**src/rtl/uart_fifo_core.sv**
```systemverilog
// uart_fifo_core: parametrised UART engine with a shared baud/oversample tick
// generator, an oversampling receiver (glitch rejection, framing check), a
// valid/ready transmitter, a first-word-fall-through RX FIFO with overrun
// flag, and an internal loopback path.
//
// Ports:
//   clk, rst_n          system clock, asynchronous active-low reset
//   rx                  serial input pin (asynchronous to clk)
//   loopback_enable     1 = receiver listens to the internal TX stream
//   tx_data/tx_valid    word to transmit, accepted when tx_ready is high
//   tx_ready            transmitter idle
//   rx_data/rx_valid    FIFO head / FIFO not empty
//   rx_ready            pop FIFO head
//   rx_count            FIFO occupancy
//   rx_overrun          pulse: received word dropped, FIFO full
//   rx_frame_err        pulse: stop bit sampled low
//   tx                  serial output pin (held idle during loopback)
//   rx_monitor          synchronised rx pin
//   tx_monitor          internal TX serial stream
module uart_fifo_core #(
  parameter int CLK_FREQ   = 100_000_000,
  parameter int BAUD       = 9600,
  parameter int OVERSAMPLE = 16,
  parameter int DATA_BITS  = 8,
  parameter int FIFO_DEPTH = 16
) (
  input  logic                              clk,
  input  logic                              rst_n,
  input  logic                              rx,
  input  logic                              loopback_enable,
  input  logic [DATA_BITS-1:0]              tx_data,
  input  logic                              tx_valid,
  output logic                              tx_ready,
  output logic [DATA_BITS-1:0]              rx_data,
  output logic                              rx_valid,
  input  logic                              rx_ready,
  output logic [$clog2(FIFO_DEPTH+1)-1:0]   rx_count,
  output logic                              rx_overrun,
  output logic                              rx_frame_err,
  output logic                              tx,
  output logic                              rx_monitor,
  output logic                              tx_monitor
);

  localparam int DIV_RAW = CLK_FREQ / (BAUD * OVERSAMPLE);
  localparam int DIV     = (DIV_RAW < 1) ? 1 : DIV_RAW;
  localparam int DW      = (DIV > 1) ? $clog2(DIV) : 1;
  localparam int TW      = $clog2(OVERSAMPLE);
  localparam int BW      = $clog2(DATA_BITS);
  localparam int AW      = $clog2(FIFO_DEPTH);
  localparam int CW      = $clog2(FIFO_DEPTH + 1);

  localparam logic [DW-1:0] DIV_LAST = DW'(DIV - 1);
  localparam logic [TW-1:0] OS_LAST  = TW'(OVERSAMPLE - 1);
  localparam logic [TW-1:0] OS_MID   = TW'(OVERSAMPLE / 2 - 1);
  localparam logic [BW-1:0] BIT_LAST = BW'(DATA_BITS - 1);
  localparam logic [CW-1:0] FULL_CNT = CW'(FIFO_DEPTH);

  typedef enum logic [2:0] {RX_IDLE, RX_START, RX_DATA, RX_STOP, RX_WAIT_HIGH} rx_state_t;
  typedef enum logic [1:0] {TX_IDLE, TX_START, TX_DATA, TX_STOP} tx_state_t;

  // Free-running tick generator shared by both directions.
  logic [DW-1:0] div_q;
  logic          tick;
  assign tick = (div_q == DIV_LAST);

  always_ff @(posedge clk or negedge rst_n) begin
    if (!rst_n) div_q <= '0;
    else        div_q <= tick ? '0 : div_q + 1'b1;
  end

  // Synchronisers: one for the receiver input (pin or loopback), one that
  // always watches the pin so it can be observed regardless of loopback.
  logic       tx_q;
  logic [1:0] rx_sync_q, pin_sync_q;
  logic       serial_in, rx_s;
  assign serial_in = loopback_enable ? tx_q : rx;
  assign rx_s      = rx_sync_q[1];

  always_ff @(posedge clk or negedge rst_n) begin
    if (!rst_n) begin
      rx_sync_q  <= 2'b11;
      pin_sync_q <= 2'b11;
    end else begin
      rx_sync_q  <= {rx_sync_q[0], serial_in};
      pin_sync_q <= {pin_sync_q[0], rx};
    end
  end

  // Receiver FSM
  rx_state_t             rx_state_q, rx_state_d;
  logic [TW-1:0]         rx_tcnt_q, rx_tcnt_d;
  logic [BW-1:0]         rx_bit_q, rx_bit_d;
  logic [DATA_BITS-1:0]  rx_shift_q, rx_shift_d;
  logic                  push, ferr;

  always_ff @(posedge clk or negedge rst_n) begin
    if (!rst_n) begin
      rx_state_q <= RX_IDLE;
      rx_tcnt_q  <= '0;
      rx_bit_q   <= '0;
      rx_shift_q <= '0;
    end else begin
      rx_state_q <= rx_state_d;
      rx_tcnt_q  <= rx_tcnt_d;
      rx_bit_q   <= rx_bit_d;
      rx_shift_q <= rx_shift_d;
    end
  end

  always_comb begin
    rx_state_d = rx_state_q;
    rx_tcnt_d  = rx_tcnt_q;
    rx_bit_d   = rx_bit_q;
    rx_shift_d = rx_shift_q;
    push       = 1'b0;
    ferr       = 1'b0;
    case (rx_state_q)
      RX_IDLE: begin
        rx_tcnt_d = '0;
        if (!rx_s) rx_state_d = RX_START;
      end
      RX_START: if (tick) begin
        // Half a bit in: a line that is high again was only a glitch.
        if (rx_tcnt_q == OS_MID) begin
          rx_tcnt_d  = '0;
          rx_bit_d   = '0;
          rx_state_d = rx_s ? RX_IDLE : RX_DATA;
        end else begin
          rx_tcnt_d = rx_tcnt_q + 1'b1;
        end
      end
      RX_DATA: if (tick) begin
        if (rx_tcnt_q == OS_LAST) begin
          rx_tcnt_d  = '0;
          // LSB arrives first, so shift in from the top.
          rx_shift_d = {rx_s, rx_shift_q[DATA_BITS-1:1]};
          if (rx_bit_q == BIT_LAST) rx_state_d = RX_STOP;
          else                      rx_bit_d   = rx_bit_q + 1'b1;
        end else begin
          rx_tcnt_d = rx_tcnt_q + 1'b1;
        end
      end
      RX_STOP: if (tick) begin
        if (rx_tcnt_q == OS_LAST) begin
          rx_tcnt_d = '0;
          if (rx_s) begin
            push       = 1'b1;
            rx_state_d = RX_IDLE;
          end else begin
            ferr       = 1'b1;
            rx_state_d = RX_WAIT_HIGH;
          end
        end else begin
          rx_tcnt_d = rx_tcnt_q + 1'b1;
        end
      end
      // A held-low line (break) must not start a new frame.
      RX_WAIT_HIGH: if (rx_s) rx_state_d = RX_IDLE;
      default: rx_state_d = RX_IDLE;
    endcase
  end

  // RX FIFO, first-word fall-through
  logic [DATA_BITS-1:0] mem_q [FIFO_DEPTH];
  logic [AW-1:0]        wr_ptr_q, rd_ptr_q;
  logic [CW-1:0]        count_q;
  logic                 overrun_q, frame_err_q;
  logic                 pop, full, do_push, drop;

  assign rx_valid = (count_q != '0);
  assign pop      = rx_valid && rx_ready;
  assign full     = (count_q == FULL_CNT);
  // A pop in the same cycle frees the slot the push needs.
  assign do_push  = push && (!full || pop);
  assign drop     = push && full && !pop;

  always_ff @(posedge clk or negedge rst_n) begin
    if (!rst_n) begin
      wr_ptr_q    <= '0;
      rd_ptr_q    <= '0;
      count_q     <= '0;
      overrun_q   <= 1'b0;
      frame_err_q <= 1'b0;
    end else begin
      if (do_push) wr_ptr_q <= wr_ptr_q + 1'b1;
      if (pop)     rd_ptr_q <= rd_ptr_q + 1'b1;
      case ({do_push, pop})
        2'b10:   count_q <= count_q + 1'b1;
        2'b01:   count_q <= count_q - 1'b1;
        default: count_q <= count_q;
      endcase
      overrun_q   <= drop;
      frame_err_q <= ferr;
    end
  end

  always_ff @(posedge clk) begin
    if (do_push) mem_q[wr_ptr_q] <= rx_shift_q;
  end

  assign rx_data      = rx_valid ? mem_q[rd_ptr_q] : '0;
  assign rx_count     = count_q;
  assign rx_overrun   = overrun_q;
  assign rx_frame_err = frame_err_q;
  assign rx_monitor   = pin_sync_q[1];

  // Transmitter FSM
  tx_state_t             tx_state_q, tx_state_d;
  logic [TW-1:0]         tx_tcnt_q, tx_tcnt_d;
  logic [BW-1:0]         tx_bit_q, tx_bit_d;
  logic [DATA_BITS-1:0]  tx_shift_q, tx_shift_d;
  logic                  tx_d;

  always_ff @(posedge clk or negedge rst_n) begin
    if (!rst_n) begin
      tx_state_q <= TX_IDLE;
      tx_tcnt_q  <= '0;
      tx_bit_q   <= '0;
      tx_shift_q <= '0;
      tx_q       <= 1'b1;
    end else begin
      tx_state_q <= tx_state_d;
      tx_tcnt_q  <= tx_tcnt_d;
      tx_bit_q   <= tx_bit_d;
      tx_shift_q <= tx_shift_d;
      tx_q       <= tx_d;
    end
  end

  always_comb begin
    tx_state_d = tx_state_q;
    tx_tcnt_d  = tx_tcnt_q;
    tx_bit_d   = tx_bit_q;
    tx_shift_d = tx_shift_q;
    tx_d       = tx_q;
    case (tx_state_q)
      TX_IDLE: begin
        tx_d = 1'b1;
        if (tx_valid) begin
          tx_shift_d = tx_data;
          tx_tcnt_d  = '0;
          tx_d       = 1'b0;
          tx_state_d = TX_START;
        end
      end
      TX_START: if (tick) begin
        if (tx_tcnt_q == OS_LAST) begin
          tx_tcnt_d  = '0;
          tx_bit_d   = '0;
          tx_d       = tx_shift_q[0];
          tx_state_d = TX_DATA;
        end else begin
          tx_tcnt_d = tx_tcnt_q + 1'b1;
        end
      end
      TX_DATA: if (tick) begin
        if (tx_tcnt_q == OS_LAST) begin
          tx_tcnt_d = '0;
          if (tx_bit_q == BIT_LAST) begin
            tx_d       = 1'b1;
            tx_state_d = TX_STOP;
          end else begin
            tx_bit_d   = tx_bit_q + 1'b1;
            tx_shift_d = tx_shift_q >> 1;
            tx_d       = tx_shift_q[1];
          end
        end else begin
          tx_tcnt_d = tx_tcnt_q + 1'b1;
        end
      end
      TX_STOP: if (tick) begin
        if (tx_tcnt_q == OS_LAST) begin
          tx_tcnt_d  = '0;
          tx_state_d = TX_IDLE;
        end else begin
          tx_tcnt_d = tx_tcnt_q + 1'b1;
        end
      end
    endcase
  end

  assign tx_ready   = (tx_state_q == TX_IDLE);
  assign tx_monitor = tx_q;
  assign tx         = loopback_enable ? 1'b1 : tx_q;

endmodule

```
**config.mk**
```make
export PLATFORM = sky130hd
export DESIGN_NAME = uart_fifo_core
export DESIGN_NICKNAME = d
export VERILOG_FILES = /design/src/rtl/uart_fifo_core.sv
export SDC_FILE = /design/constraint.sdc
export NUM_CORES = 1
export LEC_CHECK = 0
export BUFFER_PORTS_ARGS = -buffer_cell sky130_fd_sc_hd__buf_2
export CORE_UTILIZATION = 40
export CTS_BUF_LIST = sky130_fd_sc_hd__clkbuf_16
export CTS_CLUSTER_DIAMETER = 200
export DETAILED_ROUTE_END_ITERATION = 10
export GPL_TIMING_DRIVEN = 0
export PLACE_DENSITY = 0.68
export RECOVER_POWER = 50
export SLEW_MARGIN = 0
export SYNTH_ARGS = -nofsm -noshare
export SYNTH_HDL_FRONTEND = slang
export SYNTH_SLANG_ARGS = --single-unit
```
**constraint.sdc**
```tcl
create_clock -name clk -period 4.68 [get_ports clk]
set_input_delay 0.936 -clock clk [delete_from_list [all_inputs] [get_ports clk]]
set_output_delay 0.936 -clock clk [all_outputs]
set_load 0.01 [all_outputs]
```
==> impl_metrics.env, run 1 <==
export IMPL_status="finished clean"
export IMPL_hpwl_mm=10.7
export IMPL_holdBufCountCts=0
export IMPL_setup_viol=0
export IMPL_die_area_mm2=0.0215
export IMPL_end_kind="output pin"
export IMPL_gr_total_overflow=0
export IMPL_drtAntennaViolNets=0
export IMPL_drv_cap=0
export IMPL_p_leak_nw=3.80
export IMPL_postCtsSetupRepairBufs=0
export IMPL_ys_seq_area_share_pct=65.6
export IMPL_relSlewSlack_pct=42.7
export IMPL_critPathMaxFanout=10
export IMPL_clkSlewWorstSetupHoldPaths_ns=0.07
export IMPL_drive_gt1_share_pct=29.2
export IMPL_max_freq_ghz=0.252
export IMPL_routedWlPerCell_um=19.0
export IMPL_syn_area_mm2=0.00835
export IMPL_area_growth_pct=12.7
export IMPL_ys_ff_latch=193
export IMPL_num_antenna_cells=0
export IMPL_antenna_found_initial=0
export IMPL_fin_crit_sh_pct=84.8
export IMPL_synth_most_common_cell="edfxtp_1"
export IMPL_crit_buf_inv=3
export IMPL_first_pass_iters=6
export IMPL_cts_root_buf="clkbuf_16"
export IMPL_core_mm2=0.0204
export IMPL_critPathRequiredTime_ns=3.74
export IMPL_syn_avg_cell_area_um2=16.8
export IMPL_crit_arrival_ns=3.03
export IMPL_worstPathCellList="clkbuf_1 > buf_1 > mux4_2 > mux4_2 > nor2b_1 > buf_2"
export IMPL_num_rows=52
export IMPL_crit_top_cell="mux4_2"
export IMPL_synthArstFlopShare_pct=33.7
export IMPL_synth_cell_types=65
export IMPL_rsz0062_at_grt="no"
export IMPL_num_vias=4439
export IMPL_clock_latency_ns=0.44
export IMPL_synth_edf_count=128
export IMPL_powerDensity_mw_per_mm2=443
export IMPL_first_global_vias=4674
export IMPL_timing_final_max_slew_violations=0
export IMPL_start_util_pct=41.0
export IMPL_grt_pass1_wl_mm=25.3
export IMPL_cpMaxStageDelayCell="buf_1"
export IMPL_crit_type="reg -> out"
export IMPL_slowest_delay_ns=0.57
export IMPL_yosys_top_cells_count="128 x edfxtp_1, 60 x dfrtp_1, 40 x mux4_2"
export IMPL_synth_top_area_share_pct=46.0
export IMPL_grt_total_usage_pct=15.7
export IMPL_holdCritPathClass="reg -> reg"
export IMPL_drc_errors=0
export IMPL_clock_skew_ns=0.0139
export IMPL_totalWireLength_mm=15.8
export IMPL_irDropWorstVdd_mv=0.319
export IMPL_stdcell_area_mm2=0.00941
export IMPL_holdWs_ns=0.358
export IMPL_die_w_um=146
export IMPL_critPathTopFamily="buffers and inverters"
export IMPL_start_kind="register"
export IMPL_yosysWarnings=0
export IMPL_instances_no_fill=832
export IMPL_io_buffers=33
export IMPL_timing_final_hold_violations=0
export IMPL_cts_buffer_depth=2
export IMPL_post_cts_resized=0
export IMPL_place_area_mm2=0.00887
export IMPL_cts_made_buffers=17
export IMPL_drt_iter0_markers=309
export IMPL_htreeDepth=4
export IMPL_synth_nets=530
export IMPL_nets=582
export IMPL_ioPinCount=34
export IMPL_cts_sinks=193
export IMPL_cts_tree="built"
export IMPL_synthTopCellsByArea="edfxtp_1 46%, dfrtp_1 18%, mux4_2 11%"
export IMPL_viasPerCell=5.34
export IMPL_die_h_um=146
export IMPL_routabilityCongestion=0.815
export IMPL_synth_cells=498
export IMPL_worst_pin_slew_ns=0.856
export IMPL_dp_cells=801
export IMPL_fin_tns_setup_ns=0
export IMPL_grt_max_degree=66
export IMPL_yosysTopAreaCell="edfxtp_1"
export IMPL_synth_ff_type="edfxtp_1"
export IMPL_period_minus_slack_ns=3.97
export IMPL_fin_util_pct=46.2
==> power breakdown <==
group / internal, mW / total [mW] / switching, mW / leakage [nW]
clock network: 0.685 / 1.34 / 0.654 / 0.257
registers: 1.91 / 1.99 / 0.0837 / 2.32
logic: 0.408 / 0.840 / 0.433 / 1.22
==> worst reg2reg max path: stages, from the launching register on <==
cell and delay [ns]:
dfrtp_1 0.42, nor3b_1 0.52, nand4_1 0.36, nor3_2 0.29, buf_6 0.18, nand2_1 0.16
nor3b_2 0.74
==> placed cells by master (no fill, tap or decap), types with 13 or more instances in the layout <==
cell type  count
and2_1        13
buf_2         35
clkbuf_16     17
dfrtp_1       60
edfxtp_1     128
ha_1          18
mux2_2        27
mux4_2        40
nand2_1       23
nor2_1        14
o21ai_0       14
xnor2_1       15
==> through the flow <==
step / setup WS [ns] / total power [mW]
6_report: 0.711 / 4.17
5_1_grt: 0.590 / 4.35
4_1_cts: 0.671 / 4.22
3_5_place_dp: 1.14 / 2.89
3_3_place_gp: 1.17 / 2.85
2_1_floorplan: 1.88 / 2.66
==> flip-flops by register name, indices dropped and copies added (netlist names), 3 cells and up <==
signal      flops
mem_q         128
div_q          10
rx_shift_q      8
tx_shift_q      8
rx_count        5
rd_ptr_q        4
rx_tcnt_q       4
tx_tcnt_q       4
wr_ptr_q        4
rx_bit_q        3
rx_state_q      3
tx_bit_q        3
==> cell type report <==
cell class | count | area (um2)
multi-input cells | 278 | 2760
clock buffers | 17 | 425
well taps | 270 | 338
flip-flops and latches | 193 | 5480
inverters | 7 | 26.3
plain buffers | 20 | 97.6
repair buffers | 33 | 168
clock inverters | 14 | 114
fillers | 1729 | 11000
==> cell families after synthesis <==
kind of cell | share of synthesized area (%)
AO/OA/AOI/OAI | 4.45
buffers and inverters | 1.53
flip-flops | 65.6
adder cells (fa/ha/maj) | 2.70
AND/OR/NAND/NOR | 8.89
multiplexers | 14.7
XOR/XNOR | 2.10
==> final timing paths <==
path / startpoint / endpoint / slack [ns] / cells after the start
worst max-delay path: rd_ptr_q[1]$_DFFE_PN0P_ / rx_data[6] / 0.71 / 6
worst min-delay path: pin_sync_q[0]$_DFF_PN1_ / pin_sync_q[1]$_DFF_PN1_ / 0.36 / 0
worst max register to register: div_q[2]$_DFF_PN0_ / mem_q[6][4]$_DFFE_PP_ / 1.64 / 6
worst min register to register: pin_sync_q[0]$_DFF_PN1_ / pin_sync_q[1]$_DFF_PN1_ / 0.36 / 0
max in group asynchronous: rst_n / rx_shift_q[6]$_DFFE_PN0P_ / 3.55 / 1
min in group asynchronous: rst_n / rx_bit_q[0]$_DFFE_PN0P_ / 0.60 / 1
==> routing by layer <==
layer	global-route usage [%]	part of all wire [%]
met1	19.7	43
met2	27.2	52
met3	3.34	3.9
met4	4.90	0.86
met5	0	0
Power figures use the tool's default switching activity.
==> run 2, diff against run 1 <==
--- a/config.mk
+++ b/config.mk
@@ -11,7 +11,7 @@
 export CTS_CLUSTER_DIAMETER = 200
 export DETAILED_ROUTE_END_ITERATION = 10
 export GPL_TIMING_DRIVEN = 0
-export PLACE_DENSITY = 0.68
+export PLACE_DENSITY = 0.7
 export RECOVER_POWER = 50
 export SLEW_MARGIN = 0
 export SYNTH_ARGS = -nofsm -noshare
==> constraint.sdc (replaced) <==
create_clock -name clk -period 3.5 [get_ports clk]
set_input_delay 0.7 -clock clk [delete_from_list [all_inputs] [get_ports clk]]
set_output_delay 0.7 -clock clk [all_outputs]
set_load 0.01 [all_outputs]
==> run 2 against run 1 <==
Effect of this change: the flow now finishes with violations (capacitance limit, slew limit, setup timing); register-to-register slack worse by 1.7 ns; critical path type is now reg -> reg; routed wire length is 1.7% lower; highest routed layer unchanged; core utilization rose by 0.14 points; largest power group unchanged; largest cell class unchanged; global-route usage fell by 0.32 points; combinational power increased by 35%.
==> impl_metrics.env, run 2 (synthesis results as in run 1) <==
export IMPL_start_util_pct=41.0
export IMPL_timing_final_max_slew_violations=66
export IMPL_max_flop_register="mem_q"
export IMPL_layout_common_cells="128 x edfxtp_1, 60 x dfrtp_1, 40 x mux4_2, 36 x buf_2, 27 x mux2_2"
export IMPL_timing_final_hold_violations=0
export IMPL_clock_latency_ns=0.43
export IMPL_holdCritPathClass="reg -> reg"
export IMPL_drt_iter0_markers=308
export IMPL_drive_gt1_share_pct=29.3
export IMPL_dp_slack_ns=-0.0457
export IMPL_layout_commonest_cell="edfxtp_1"
export IMPL_grtUsageMet3_pct=2.97
export IMPL_first_global_vias=4771
export IMPL_die_w_um=146
export IMPL_grtUsageMet2_pct=27.3
export IMPL_totalWireLength_mm=15.5
export IMPL_area_growth_pct=13.0
export IMPL_gr_total_overflow=0
export IMPL_hpwl_mm=10.4
export IMPL_worst_pin_slew_ns=1.60
export IMPL_ioPinCount=34
export IMPL_end_kind="register"
export IMPL_dp_cells=801
export IMPL_num_rows=52
export IMPL_clkSlewWorstSetupHoldPaths_ns=0.07
export IMPL_post_layout_total_power_mw=5.66
export IMPL_critPathRequiredTime_ns=3.53
export IMPL_cts_sinks=193
export IMPL_grt_pass1_wl_mm=25.3
export IMPL_postCtsSetupRepairBufs=0
export IMPL_holdBufCountCts=0
export IMPL_core_mm2=0.0204
export IMPL_irDropWorstVdd_mv=0.362
export IMPL_period_minus_slack_ns=3.52
export IMPL_start_kind="register"
export IMPL_rsz0062_at_grt="yes"
export IMPL_num_antenna_cells=0
export IMPL_drv_cap=1
export IMPL_io_buffers=33
export IMPL_largest_reg_flops=128
export IMPL_cts_buffer_depth=2
export IMPL_top_regs="mem_q x128, div_q x10"
export IMPL_crit_type="reg -> reg"
export IMPL_violations="capacitance limit, slew limit, setup timing"
export IMPL_grt_max_degree=66
export IMPL_routedWlPerCell_um=18.6
export IMPL_busiest_layer="met2"
export IMPL_status="complete, but fails checks"
export IMPL_drc_errors=0
export IMPL_grt_total_usage_pct=15.4
export IMPL_setup_viol=7
export IMPL_fin_tns_setup_ns=-0.0269
export IMPL_clock_skew_ns=0.0131
export IMPL_htreeDepth=4
export IMPL_cts_tree="built"
export IMPL_layout_setup_ws_ns=-0.0159
export IMPL_viasPerCell=5.41
export IMPL_num_vias=4509
export IMPL_drtAntennaViolNets=0
export IMPL_p_leak_nw=3.83
export IMPL_antenna_found_initial=0
export IMPL_die_area_mm2=0.0215
export IMPL_fill_cells=1722
export IMPL_cts_root_buf="clkbuf_16"
export IMPL_use_met1_pct=19.0
export IMPL_relSlewSlack_pct=-6.36
export IMPL_crit_arrival_ns=3.54
export IMPL_fin_crit_sh_pct=100
export IMPL_critPathMaxFanout=10
export IMPL_instances_no_fill=833
export IMPL_nets=582
export IMPL_cts_made_buffers=17
export IMPL_routabilityCongestion=0.786
export IMPL_first_pass_iters=5
export IMPL_max_freq_ghz=0.284
export IMPL_powerDensity_mw_per_mm2=600
export IMPL_holdWs_ns=0.359
export IMPL_die_h_um=146
==> run 2: layout make-up <==
cell class              count  area (um2)  share of cell area (%)
repair buffers             33         164                    1.74
well taps                 270         338                    3.58
plain buffers              20         116                    1.23
multi-input cells         278        2750                    29.1
clock buffers              17         425                    4.51
flip-flops and latches    193        5480                    58.1
clock inverters            15         138                    1.46
inverters                   7        26.3                   0.279
==> run 2: path summary, 6_finish.rpt <==
path / from / endpoint / slack (ns) / cells past startpoint
min in group asynchronous: rst_n / tx_tcnt_q[3]$_DFFE_PN0P_ / 0.67 / 1
max in group asynchronous: rst_n / tx_shift_q[5]$_DFFE_PN0P_ / 1.87 / 1
setup reg to reg: div_q[2]$_DFF_PN0_ / mem_q[6][1]$_DFFE_PP_ / -0.02 / 6
hold reg to reg: pin_sync_q[0]$_DFF_PN1_ / pin_sync_q[1]$_DFF_PN1_ / 0.36 / 0
hold / removal: pin_sync_q[0]$_DFF_PN1_ / pin_sync_q[1]$_DFF_PN1_ / 0.36 / 0
setup / recovery: div_q[2]$_DFF_PN0_ / mem_q[6][1]$_DFFE_PP_ / -0.02 / 6
==> run 2: metal layers <==
layer / up-vias / wire length (um)
li1: 2045 / -
met1: 2342 / 6650
met2: 112 / 7990
met3: 10 / 733
met4: 0 / 127
met5: - / 0
==> run 2: timing repair <==
item,in CTS,in global routing
gates resized for setup,4,3
pin swaps,0,0
endpoints found under the setup margin,19,28
==> run 2: worst max-delay path: stages (launching register included) <==
cell	delay, ns
dfrtp_1	0.43
nor3b_1	0.58
nand4_1	0.37
nor3_2	0.33
buf_6	0.19
nand2_1	0.12
nor3b_1	1.08
==> run 2: stage by stage <==
stage               utilization [%]  instance area (um2)
global placement               43.5                 8850
CTS                            46.3                 9430
floorplan                         -                 8350
finish                         46.3                 9430
global route                   46.3                 9430
detailed placement             43.5                 8850
==> run 2: report_power, final <==
group	total (mW)	leakage [nW]	switching (mW)	internal, mW
clock network	1.86	0.280	0.868	0.993
registers	2.66	2.32	0.114	2.55
logic	1.13	1.24	0.574	0.559
